<file path="src/rtl/ultrasonic_ranger_array.sv">
`default_nettype none
// ----------------------------------------------------------------------------
// ultrasonic_ranger_array: round-robin HC-SR04 ranging controller for N_CH sensors.
// Optional RANGER_AVG_EN adds a 4-sample moving average per channel.  Rev 1.0
// ----------------------------------------------------------------------------
module ultrasonic_ranger_array #(
   parameter int CLK_HZ     = 100_000_000,
   parameter int N_CH       = 2,
   parameter int TRIG_US    = 10,
   parameter int TIMEOUT_US = 30000,
   parameter int HOLDOFF_US = 60000,
   parameter int DEPTH_W    = 16,
   localparam int CH_W      = (N_CH > 1) ? $clog2(N_CH) : 1
) (
   input  logic                      CLK100MHZ,
   input  logic                      CPU_RESETN,
   input  logic                      enable,
   input  logic [N_CH-1:0]           SENSOR_ECHO,
   output logic [N_CH-1:0]           SENSOR_TRIG,
   output logic [N_CH*DEPTH_W-1:0]   depth,
   output logic [N_CH-1:0]           depth_valid,
   output logic [N_CH-1:0]           timeout,
   output logic [CH_W-1:0]           active_ch
);

   localparam int DIV   = CLK_HZ / 1_000_000;
   localparam int PS_W  = $clog2(DIV);
   localparam int T_MAX = (TIMEOUT_US > HOLDOFF_US)
                        ? ((TIMEOUT_US > TRIG_US) ? TIMEOUT_US : TRIG_US)
                        : ((HOLDOFF_US > TRIG_US) ? HOLDOFF_US : TRIG_US);
   localparam int TMR_W = $clog2(T_MAX + 1);

   localparam logic [TMR_W-1:0]   TRIG_END = TMR_W'(TRIG_US - 1);
   localparam logic [TMR_W-1:0]   TO_END   = TMR_W'(TIMEOUT_US - 1);
   localparam logic [TMR_W-1:0]   TO_VAL   = TMR_W'(TIMEOUT_US);
   localparam logic [TMR_W-1:0]   HOLD_END = TMR_W'(HOLDOFF_US - 1);
   localparam logic [DEPTH_W-1:0] DEPTH_MAX = '1;
   localparam logic [N_CH-1:0]    CH_ONE    = N_CH'(1);

   localparam logic [2:0] S_IDLE = 3'd0;
   localparam logic [2:0] S_TRIG = 3'd1;
   localparam logic [2:0] S_WAIT = 3'd2;
   localparam logic [2:0] S_MEAS = 3'd3;
   localparam logic [2:0] S_HOLD = 3'd4;

   logic [N_CH-1:0]    echo_meta, echo_sync;
   logic [PS_W-1:0]    presc;
   logic               us_tick;
   logic [2:0]         state;
   logic [TMR_W-1:0]   timer, w_next;
   logic               echo_cur, echo_last, meas_done;
   logic [CH_W-1:0]    next_ch;
   logic [31:0]        prod, quot;
   logic [DEPTH_W-1:0] raw_depth;
   logic [DEPTH_W-1:0] depth_q [N_CH];

   always_ff @(posedge CLK100MHZ or negedge CPU_RESETN) begin
      if (!CPU_RESETN) begin
         echo_meta <= '0;
         echo_sync <= '0;
         presc     <= '0;
      end else begin
         echo_meta <= SENSOR_ECHO;
         echo_sync <= echo_meta;
         presc     <= us_tick ? '0 : presc + 1'b1;
      end
   end

   assign us_tick   = (presc == PS_W'(DIV - 1));
   assign echo_cur  = echo_sync[active_ch];
   assign w_next    = timer + 1'b1;
   assign next_ch   = (active_ch == CH_W'(N_CH - 1)) ? '0 : active_ch + 1'b1;
   assign meas_done = us_tick && (state == S_MEAS) && !echo_cur;

   // w_next is the elapsed tick count from the sampled rise to the sampled fall.
   assign prod      = 32'(w_next) * 32'd343;
   assign quot      = prod / 32'd2000;
   assign raw_depth = (quot > 32'(DEPTH_MAX)) ? DEPTH_MAX : quot[DEPTH_W-1:0];

   always_ff @(posedge CLK100MHZ or negedge CPU_RESETN) begin
      if (!CPU_RESETN) begin
         state       <= S_IDLE;
         timer       <= '0;
         echo_last   <= 1'b0;
         active_ch   <= '0;
         SENSOR_TRIG <= '0;
         timeout     <= '0;
      end else if (us_tick) begin
         // Tracking the previous sample from TRIG onward means an echo already high on WAIT entry is not a rise.
         echo_last <= echo_cur;
         case (state)
            S_IDLE: if (enable) begin
               state       <= S_TRIG;
               timer       <= '0;
               SENSOR_TRIG <= CH_ONE << active_ch;
            end
            S_TRIG: if (timer == TRIG_END) begin
               state       <= S_WAIT;
               timer       <= '0;
               SENSOR_TRIG <= '0;
            end else begin
               timer <= w_next;
            end
            S_WAIT: if (echo_cur && !echo_last) begin
               state <= S_MEAS;
               timer <= '0;
            end else if (timer == TO_END) begin
               timeout[active_ch] <= 1'b1;
               state              <= S_HOLD;
               timer              <= '0;
            end else begin
               timer <= w_next;
            end
            S_MEAS: if (!echo_cur) begin
               timeout[active_ch] <= 1'b0;
               state              <= S_HOLD;
               timer              <= '0;
            end else if (w_next == TO_VAL) begin
               timeout[active_ch] <= 1'b1;
               state              <= S_HOLD;
               timer              <= '0;
            end else begin
               timer <= w_next;
            end
            S_HOLD: if (timer == HOLD_END) begin
               active_ch <= next_ch;
               timer     <= '0;
               if (enable) begin
                  state       <= S_TRIG;
                  SENSOR_TRIG <= CH_ONE << next_ch;
               end else begin
                  state <= S_IDLE;
               end
            end else begin
               timer <= w_next;
            end
            default: begin
               state       <= S_IDLE;
               SENSOR_TRIG <= '0;
            end
         endcase
      end
   end

`ifdef RANGER_AVG_EN
   localparam int SUM_W = DEPTH_W + 2;

   logic               cap_vld;
   logic [DEPTH_W-1:0] cap_depth;
   logic [DEPTH_W-1:0] hist [N_CH][3];
   logic [N_CH-1:0]    primed;
   logic [SUM_W-1:0]   avg_sum;

   // The incoming sample plus the three stored ones form the 4-entry window.
   assign avg_sum = SUM_W'(cap_depth) + SUM_W'(hist[active_ch][0])
                  + SUM_W'(hist[active_ch][1]) + SUM_W'(hist[active_ch][2]);

   always_ff @(posedge CLK100MHZ or negedge CPU_RESETN) begin
      if (!CPU_RESETN) begin
         cap_vld     <= 1'b0;
         cap_depth   <= '0;
         primed      <= '0;
         depth_valid <= '0;
         for (int k = 0; k < N_CH; k++) begin
            depth_q[k] <= '0;
            for (int j = 0; j < 3; j++) hist[k][j] <= '0;
         end
      end else begin
         cap_vld     <= meas_done;
         depth_valid <= '0;
         if (meas_done) cap_depth <= raw_depth;
         if (cap_vld) begin
            depth_valid[active_ch] <= 1'b1;
            primed[active_ch]      <= 1'b1;
            hist[active_ch][0]     <= cap_depth;
            if (primed[active_ch]) begin
               hist[active_ch][1] <= hist[active_ch][0];
               hist[active_ch][2] <= hist[active_ch][1];
               depth_q[active_ch] <= avg_sum[SUM_W-1:2];
            end else begin
               hist[active_ch][1] <= cap_depth;
               hist[active_ch][2] <= cap_depth;
               depth_q[active_ch] <= cap_depth;
            end
         end
      end
   end
`else
   always_ff @(posedge CLK100MHZ or negedge CPU_RESETN) begin
      if (!CPU_RESETN) begin
         depth_valid <= '0;
         for (int k = 0; k < N_CH; k++) depth_q[k] <= '0;
      end else begin
         depth_valid <= '0;
         if (meas_done) begin
            depth_valid[active_ch] <= 1'b1;
            depth_q[active_ch]     <= raw_depth;
         end
      end
   end
`endif

   generate
      for (genvar k = 0; k < N_CH; k++) begin : g_pack
         assign depth[k*DEPTH_W +: DEPTH_W] = depth_q[k];
      end
   endgenerate

endmodule
`default_nettype wire
</file>
<file path="config.mk">
export PLATFORM = sky130hd
export DESIGN_NAME = ultrasonic_ranger_array
export DESIGN_NICKNAME = d
export VERILOG_FILES = /design/src/rtl/ultrasonic_ranger_array.sv
export SDC_FILE = /design/constraint.sdc
export NUM_CORES = 1
export LEC_CHECK = 0
export CAP_MARGIN = 20
export CORE_ASPECT_RATIO = 0.7
export CORE_MARGIN = 2
export CORE_UTILIZATION = 40
export DETAILED_ROUTE_END_ITERATION = 12
export PLACE_DENSITY = 0.58
export RECOVER_POWER = 50
export SYNTH_ARGS = -nofsm -noshare
export SYNTH_HDL_FRONTEND = slang
export SYNTH_SLANG_ARGS = --single-unit
</file>
<file path="constraint.sdc">
create_clock -name CLK100MHZ -period 31.9 [get_ports CLK100MHZ]
set_input_delay 3.19 -clock CLK100MHZ [delete_from_list [all_inputs] [get_ports CLK100MHZ]]
set_output_delay 3.19 -clock CLK100MHZ [all_outputs]
set_load 0.02 [all_outputs]
</file>
After elaboration in Yosys (flattened, before gate mapping)
Index checks and enable logic that the tools add are counted.
{"block": "op_classes", "addsub": 3, "mul": 1, "div": 1, "n_lt_le_gt_ge": 5, "eq_ne": 17, "n_shift": 2, "mux": 38, "bitwise": 5, "n_reduce_logical": 16}
{"cell": "$mux 16", "n": 9}
{"cell": "$pmux 16 s5", "n": 1}
{"cell": "$bwmux 32", "n": 1}
{"cell": "$div 25x11->32 const B", "n": 1}
{"cell": "$eq 16x15->1 const B", "n": 2}
{"cell": "$gt 32x16->1 const B", "n": 1}
{"cell": "$mul 16x9->25 const B", "n": 1}
{"cell": "$mux 3", "n": 7}
{"cell": "$mux 2", "n": 9}
{"cell": "$add 16x1->16 const B", "n": 1}
{"cell": "$demux 16 s1", "n": 1}
{"cell": "$eq 16x16->1 const B", "n": 1}
{"cell": "$eq 16x4->1 const B", "n": 1}
{"cell": "$pmux 3 s5", "n": 1}
{"cell": "$ne 2x2->1 const B", "n": 6}
{"cell": "$reduce_and 6->1", "n": 2}
{"cell": "$pmux 2 s4", "n": 1}
{"cell": "$add 7x1->7 const B", "n": 1}
{"cell": "$eq 7x7->1 const B", "n": 1}
{"cell": "$mux 7", "n": 1}
{"cell": "$eq 3x2->1 const B", "n": 2}
{"cell": "$reduce_and 3->1", "n": 2}
{"cell": "$logic_and 1x1->1", "n": 5}
{"cell": "$mux 1", "n": 5}
{"cell": "other kinds (23)", "n": 25}
{"block": "totals", "regBits": 70, "out_inout_bits": 39, "elab_cells": 100}

Longest topological paths before layout
{"block": "logic_depth", "depth_word": 8, "ltp_mapped": 64}

Worst setup path after synthesis
No wires, ideal clock.
{"block": "synth_timing", "kind": "register to register", "from": "reg timer[2]", "to": "reg depth_q (netlist bit depth[16])", "arrival_time_ns": 14.542, "required_ns": 31.747, "setup_slack_ns": 17.205, "stages_incl_launch_ff": 61, "n_path_buf": 5, "synth_period_minus_slack_ns": 14.695, "path_cell_list": "dfrtp_1 clkbuf_1 and3_1 and3_1 and3_1 and3_1 and3_1 clkbuf_1 nand3_1 xor2_1 inv_1 ha_1 a21o_1 ha_1 fa_1 inv_1 fa_1 inv_1 [... 25 more ...] or3_1 buf_4 and3_4 a211oi_2 or2_1 buf_6 a31oi_4 mux2i_1 a21o_2 o21ai_4 mux2i_1 xnor2_1 a21oi_2 mux2i_1 xnor2_1 mux2_2 a311oi_2 a31oi_1"}
{"block": "synth_via", "elab_chain_len": 6}
{"element": "start: declaration", "line_no": "50", "rtl": "logic [TMR_W-1:0] timer, w_next;"}
{"element": "start signal: assignment", "line_no": "102", "rtl": "timer <= w_next;"}
{"element": "start signal: assignment", "line_no": "112", "rtl": "timer <= w_next;"}
{"element": "start signal: assignment", "line_no": "123", "rtl": "timer <= w_next;"}
{"element": "$add 16x1->16 *", "line_no": "71", "rtl": "assign w_next = timer + 1'b1;"}
{"element": "$mul 16x9->25 *", "line_no": "76", "rtl": "assign prod = 32'(w_next) * 32'd343;"}
{"element": "$div 25x11->32 *", "line_no": "77", "rtl": "assign quot = prod / 32'd2000;"}
{"element": "$gt 32x16->1", "line_no": "78", "rtl": "assign raw_depth = (quot > 32'(DEPTH_MAX)) ? DEPTH_MAX : quot[DEPTH_W-1:0];"}
{"element": "$mux 16 *", "line_no": "78"}
{"element": "$bwmux 32 *", "line_no": "197", "rtl": "depth_q[active_ch] <= raw_depth;"}
{"element": "end signal: indexed assignment", "line_no": "197"}
{"element": "end: declaration", "line_no": "55", "rtl": "logic [DEPTH_W-1:0] depth_q [N_CH];"}
Every way passes the cells marked *; elsewhere a longest branch is shown, timed or not.
A chain may end at the register's enable or synchronous reset.

Worst setup path in the final report
{"block": "layout_timing", "from": "reg timer[2]", "to": "reg depth_q (netlist bit depth[0])"}
The elaborated chain is that of the path after synthesis.

==> out/results.md <==
| Result | Value |
|---|---|
| Run status | finished, violations left |
| Violations in the final reports | max-capacitance violations, max-slew violations |
| CTS tree | yes |
| Global-route wire length before repair | 51100 um |
| Weighted congestion reported at the end of routability-driven placement | 0.911 |
| Diode insertion count for antenna repair | 0 |
| Antenna violations before repair | 0 |
| Post-synth EDFFs | 0 |
| Clock latency of the later-clocked register in the worst-skew pair | 0.35 ns |
| Hold Fails Final Rpt | 0 |
| Switching share of total power | 24.5% |
| Number of buffers added for setup after CTS | 0 |
| Leakage | 5.27 nW |
| Max capacitance violation total | 1 |
| Worst setup path class | reg2reg |
| Proportion of synthesized chip area in sequential cells | 15.7% |
| Final Util | 44.0% |
| Port-buffer cells | 41 |
| Final Net Count | 1500 |
| Cell Int Power | 0.149 mW |
| Clock Sinks | 68 |
| Number of iterations in the first detailed-routing pass | 5 |
| Cell count after synthesis | 1373 |
| Slowest stage cell on the critical path | sky130_fd_sc_hd__o41ai_4 |
| Setup repair after global routing missed its margin | no |
| Synth unique cells | 120 |
| Largest net degree at the start of global routing | 69 |
| CP Launch Type | register |
| Remaining DRCs | 0 |
| Placed cells | 1725 |
| Net switching power figure | 0.0484 mW |
| Post-CTS sizing | 0 |
| Starting density of the core | 40.5% |
| Final-layout setup total negative slack | 0 ns |
| Num rows | 50 |
| Via count of the first global-routing pass | 9651 |
| DRT antenna net count | 0 |
| Data arrival time at the worst-slack endpoint | 17.64 ns |
| Tightest slew margin relative to the limit | -159% |
| Part of the power in combinational logic | 1.7% |
| # H-tree levels | 3 |
| Routed length per instance | 17.3 um |
| Overall Power | 0.197 mW |
| Area of the die | 28400 um2 |
| Summed instance area of the synthesized netlist | 10800 um2 |
| Clk root buf | sky130_fd_sc_hd__clkbuf_16 |
| Min Tclk post-route | 17.43 ns |
| Final setup vio count | 0 |
| Worst clock skew | 0.0113 ns |
| Top flip-flop cell by instance count after synthesis | sky130_fd_sc_hd__dfrtp_1 |
| Final clock period utilization by the worst path | 54.6% |
| Die outline width | 200 um |
| Gr ovfl total | 0 |
| Required time of the critical path | 32.11 ns |
| Detailed-placement wirelength estimate | 23800 um |
| CTS clock-pin slew for the worst setup and hold paths | 0.06 ns |
| Synthesis Warnings | 0 |
| Total clock buffers created by CTS | 9 |
| Maximum vdd ir drop | 0.0000203 V |
| P&R area growth vs syn | 8.64% |
| Final-report max-slew violation count | 69 |
| Routed vias/inst | 5.98 |
| Power density over cell area | 16.8 nW/um2 |
| Die span in y | 142 um |
| Number of register bits inferred by synthesis | 68 |
| Share of power burned in registers | 44.1% |
| Highest cell delay on the worst timing path | 0.81 ns |
| Detailed Route Iter0 Violations | 789 |
| Worst min path class | reg2reg |
| Core box area | 26700 um2 |
| Hold Buf Count CTS | 0 |
| Min setup slack post-route | 14.47 ns |
| Transition time of the tightest slew-check pin | 3.88 ns |
| FFs w/ async S/R, synth | 100% |
| DRT Wirelength | 30200 um |
| Num ports | 44 |
| Cell repeated most along the worst path | sky130_fd_sc_hd__and3_1 |
| Post-synthesis average cell area | 7.87 um2 |
| Worst-path maximum fanout | 16 |
| Setup crit end kind | register |
| GRT Total Usage | 21.8% |
| Maximum achievable frequency | 0.0574 GHz |
| Share of layout cells above drive strength 1 | 6.74% |
| Fraction of power consumed by the clock network | 54.2% |
| Max clock buf depth | 2 |
| Final instance count without filler cells | 1743 |
| Worst slack, placed | 14.48 ns |
| Total number of vias | 10400 |
cell usage after synthesis (24+ instances only):
library cell / count / area (um2)
sky130_fd_sc_hd__a21o_1: 34 / 255
sky130_fd_sc_hd__a21oi_1: 57 / 285
sky130_fd_sc_hd__clkbuf_1: 35 / 131
sky130_fd_sc_hd__dfrtp_1: 68 / 1700
sky130_fd_sc_hd__fa_1: 32 / 641
sky130_fd_sc_hd__ha_1: 89 / 1110
sky130_fd_sc_hd__inv_1: 94 / 353
sky130_fd_sc_hd__nand2_1: 120 / 450
sky130_fd_sc_hd__nand3_1: 50 / 250
sky130_fd_sc_hd__nor2_1: 112 / 420
sky130_fd_sc_hd__nor3_1: 37 / 185
sky130_fd_sc_hd__o21ai_0: 94 / 470
sky130_fd_sc_hd__xnor2_1: 74 / 648
sky130_fd_sc_hd__xor2_1: 24 / 210
cell type report:
type                       instances  area [um2]
timing repair buffer              50         460
clock inverter                     7        81.3
clock buffer                       9         225
tap                              364         455
multi-input combinational       1149        8450
inverter                          96         360
fill                            2763       14900
sequential                        68        1700
cell usage in the layout (no fill, tap or decap), types with 15 or more instances in the layout:
cell type	n
sky130_fd_sc_hd__nand2_1	120
sky130_fd_sc_hd__nor2_1	112
sky130_fd_sc_hd__inv_1	94
sky130_fd_sc_hd__o21ai_0	94
sky130_fd_sc_hd__ha_1	89
sky130_fd_sc_hd__xnor2_1	74
sky130_fd_sc_hd__dfrtp_1	68
sky130_fd_sc_hd__a21oi_1	57
sky130_fd_sc_hd__nand3_1	50
sky130_fd_sc_hd__nor3_1	37
sky130_fd_sc_hd__clkdlybuf4s50_1	36
sky130_fd_sc_hd__a21o_1	34
sky130_fd_sc_hd__fa_1	32
sky130_fd_sc_hd__xor2_1	24
sky130_fd_sc_hd__and3_1	23
sky130_fd_sc_hd__nand4_1	23
sky130_fd_sc_hd__o211ai_1	20
sky130_fd_sc_hd__a31oi_1	19
sky130_fd_sc_hd__mux2i_1	16
sky130_fd_sc_hd__and2_1	15
sky130_fd_sc_hd__a211oi_1	15
sky130_fd_sc_hd__o21ai_1	15
layer usage:
layer	track usage, %	vias up	part of all wire [%]
met4	4.33	0	1.0
li1	-	5065	-
met3	2.85	25	5.7
met1	34.3	5002	53
met5	0	-	0
met2	31.2	325	40
flip-flops by register name, indices dropped and copies added, names as in the netlist, 2 cells and up, named ones only:
register / count
SENSOR_TRIG: 2
depth: 30
depth_valid: 2
echo_meta: 2
echo_sync: 2
presc: 7
state: 3
timer: 16
kinds of logic after synthesis:
kind of cell | share of synthesized area (%)
compound gates | 28.4
buf+inv | 6.04
xor+xnor | 7.94
simple gates | 22.1
mux | 3.17
other cells | 0.0347
flops | 15.7
fa+ha+maj | 16.6
per-stage QoR:
stage	area, um2	hold slack, ns
after floorplan	10800	0.331
after global placement	11400	0.337
after detailed placement	11400	0.344
after CTS	11700	0.351
after global routing	11700	0.367
final	11700	0.348
final timing paths:
kind                                   start      endpoint  slack, ns  cells past startpoint
worst min-delay path            echo_meta[1]  echo_sync[1]       0.35                      0
worst max register to register      timer[2]      depth[0]      14.47                     55
worst min register to register  echo_meta[1]  echo_sync[1]       0.35                      0
worst max-delay path                timer[2]      depth[0]      14.47                     55
min in group asynchronous         CPU_RESETN  echo_sync[1]       4.16                      1
max in group asynchronous         CPU_RESETN     depth[25]      25.53                      1
power groups by stage:
stage	Sequential [mW]	Combinational (mW)	Clock (mW)
after CTS	0.0870	0.00363	0.110
after detailed placement	0.0886	0.00361	0
after global placement	0.0886	0.00364	0
after floorplan	0.0885	0.00122	0
final	0.0870	0.00335	0.107
after global routing	0.0870	0.00391	0.113
critical path: cells and delay by family, from the launching register on:
family | cells | cell delay (ns)
AO/OA/AOI/OAI | 23 | 7.82
XOR/XNOR | 3 | 0.80
adder cells (fa/ha/maj) | 5 | 2.02
buffers and inverters | 3 | 0.30
flip-flops | 1 | 0.49
multiplexers | 5 | 1.79
AND/OR/NAND/NOR | 16 | 4.06
Note: power is estimated with default switching activity, not from simulation.
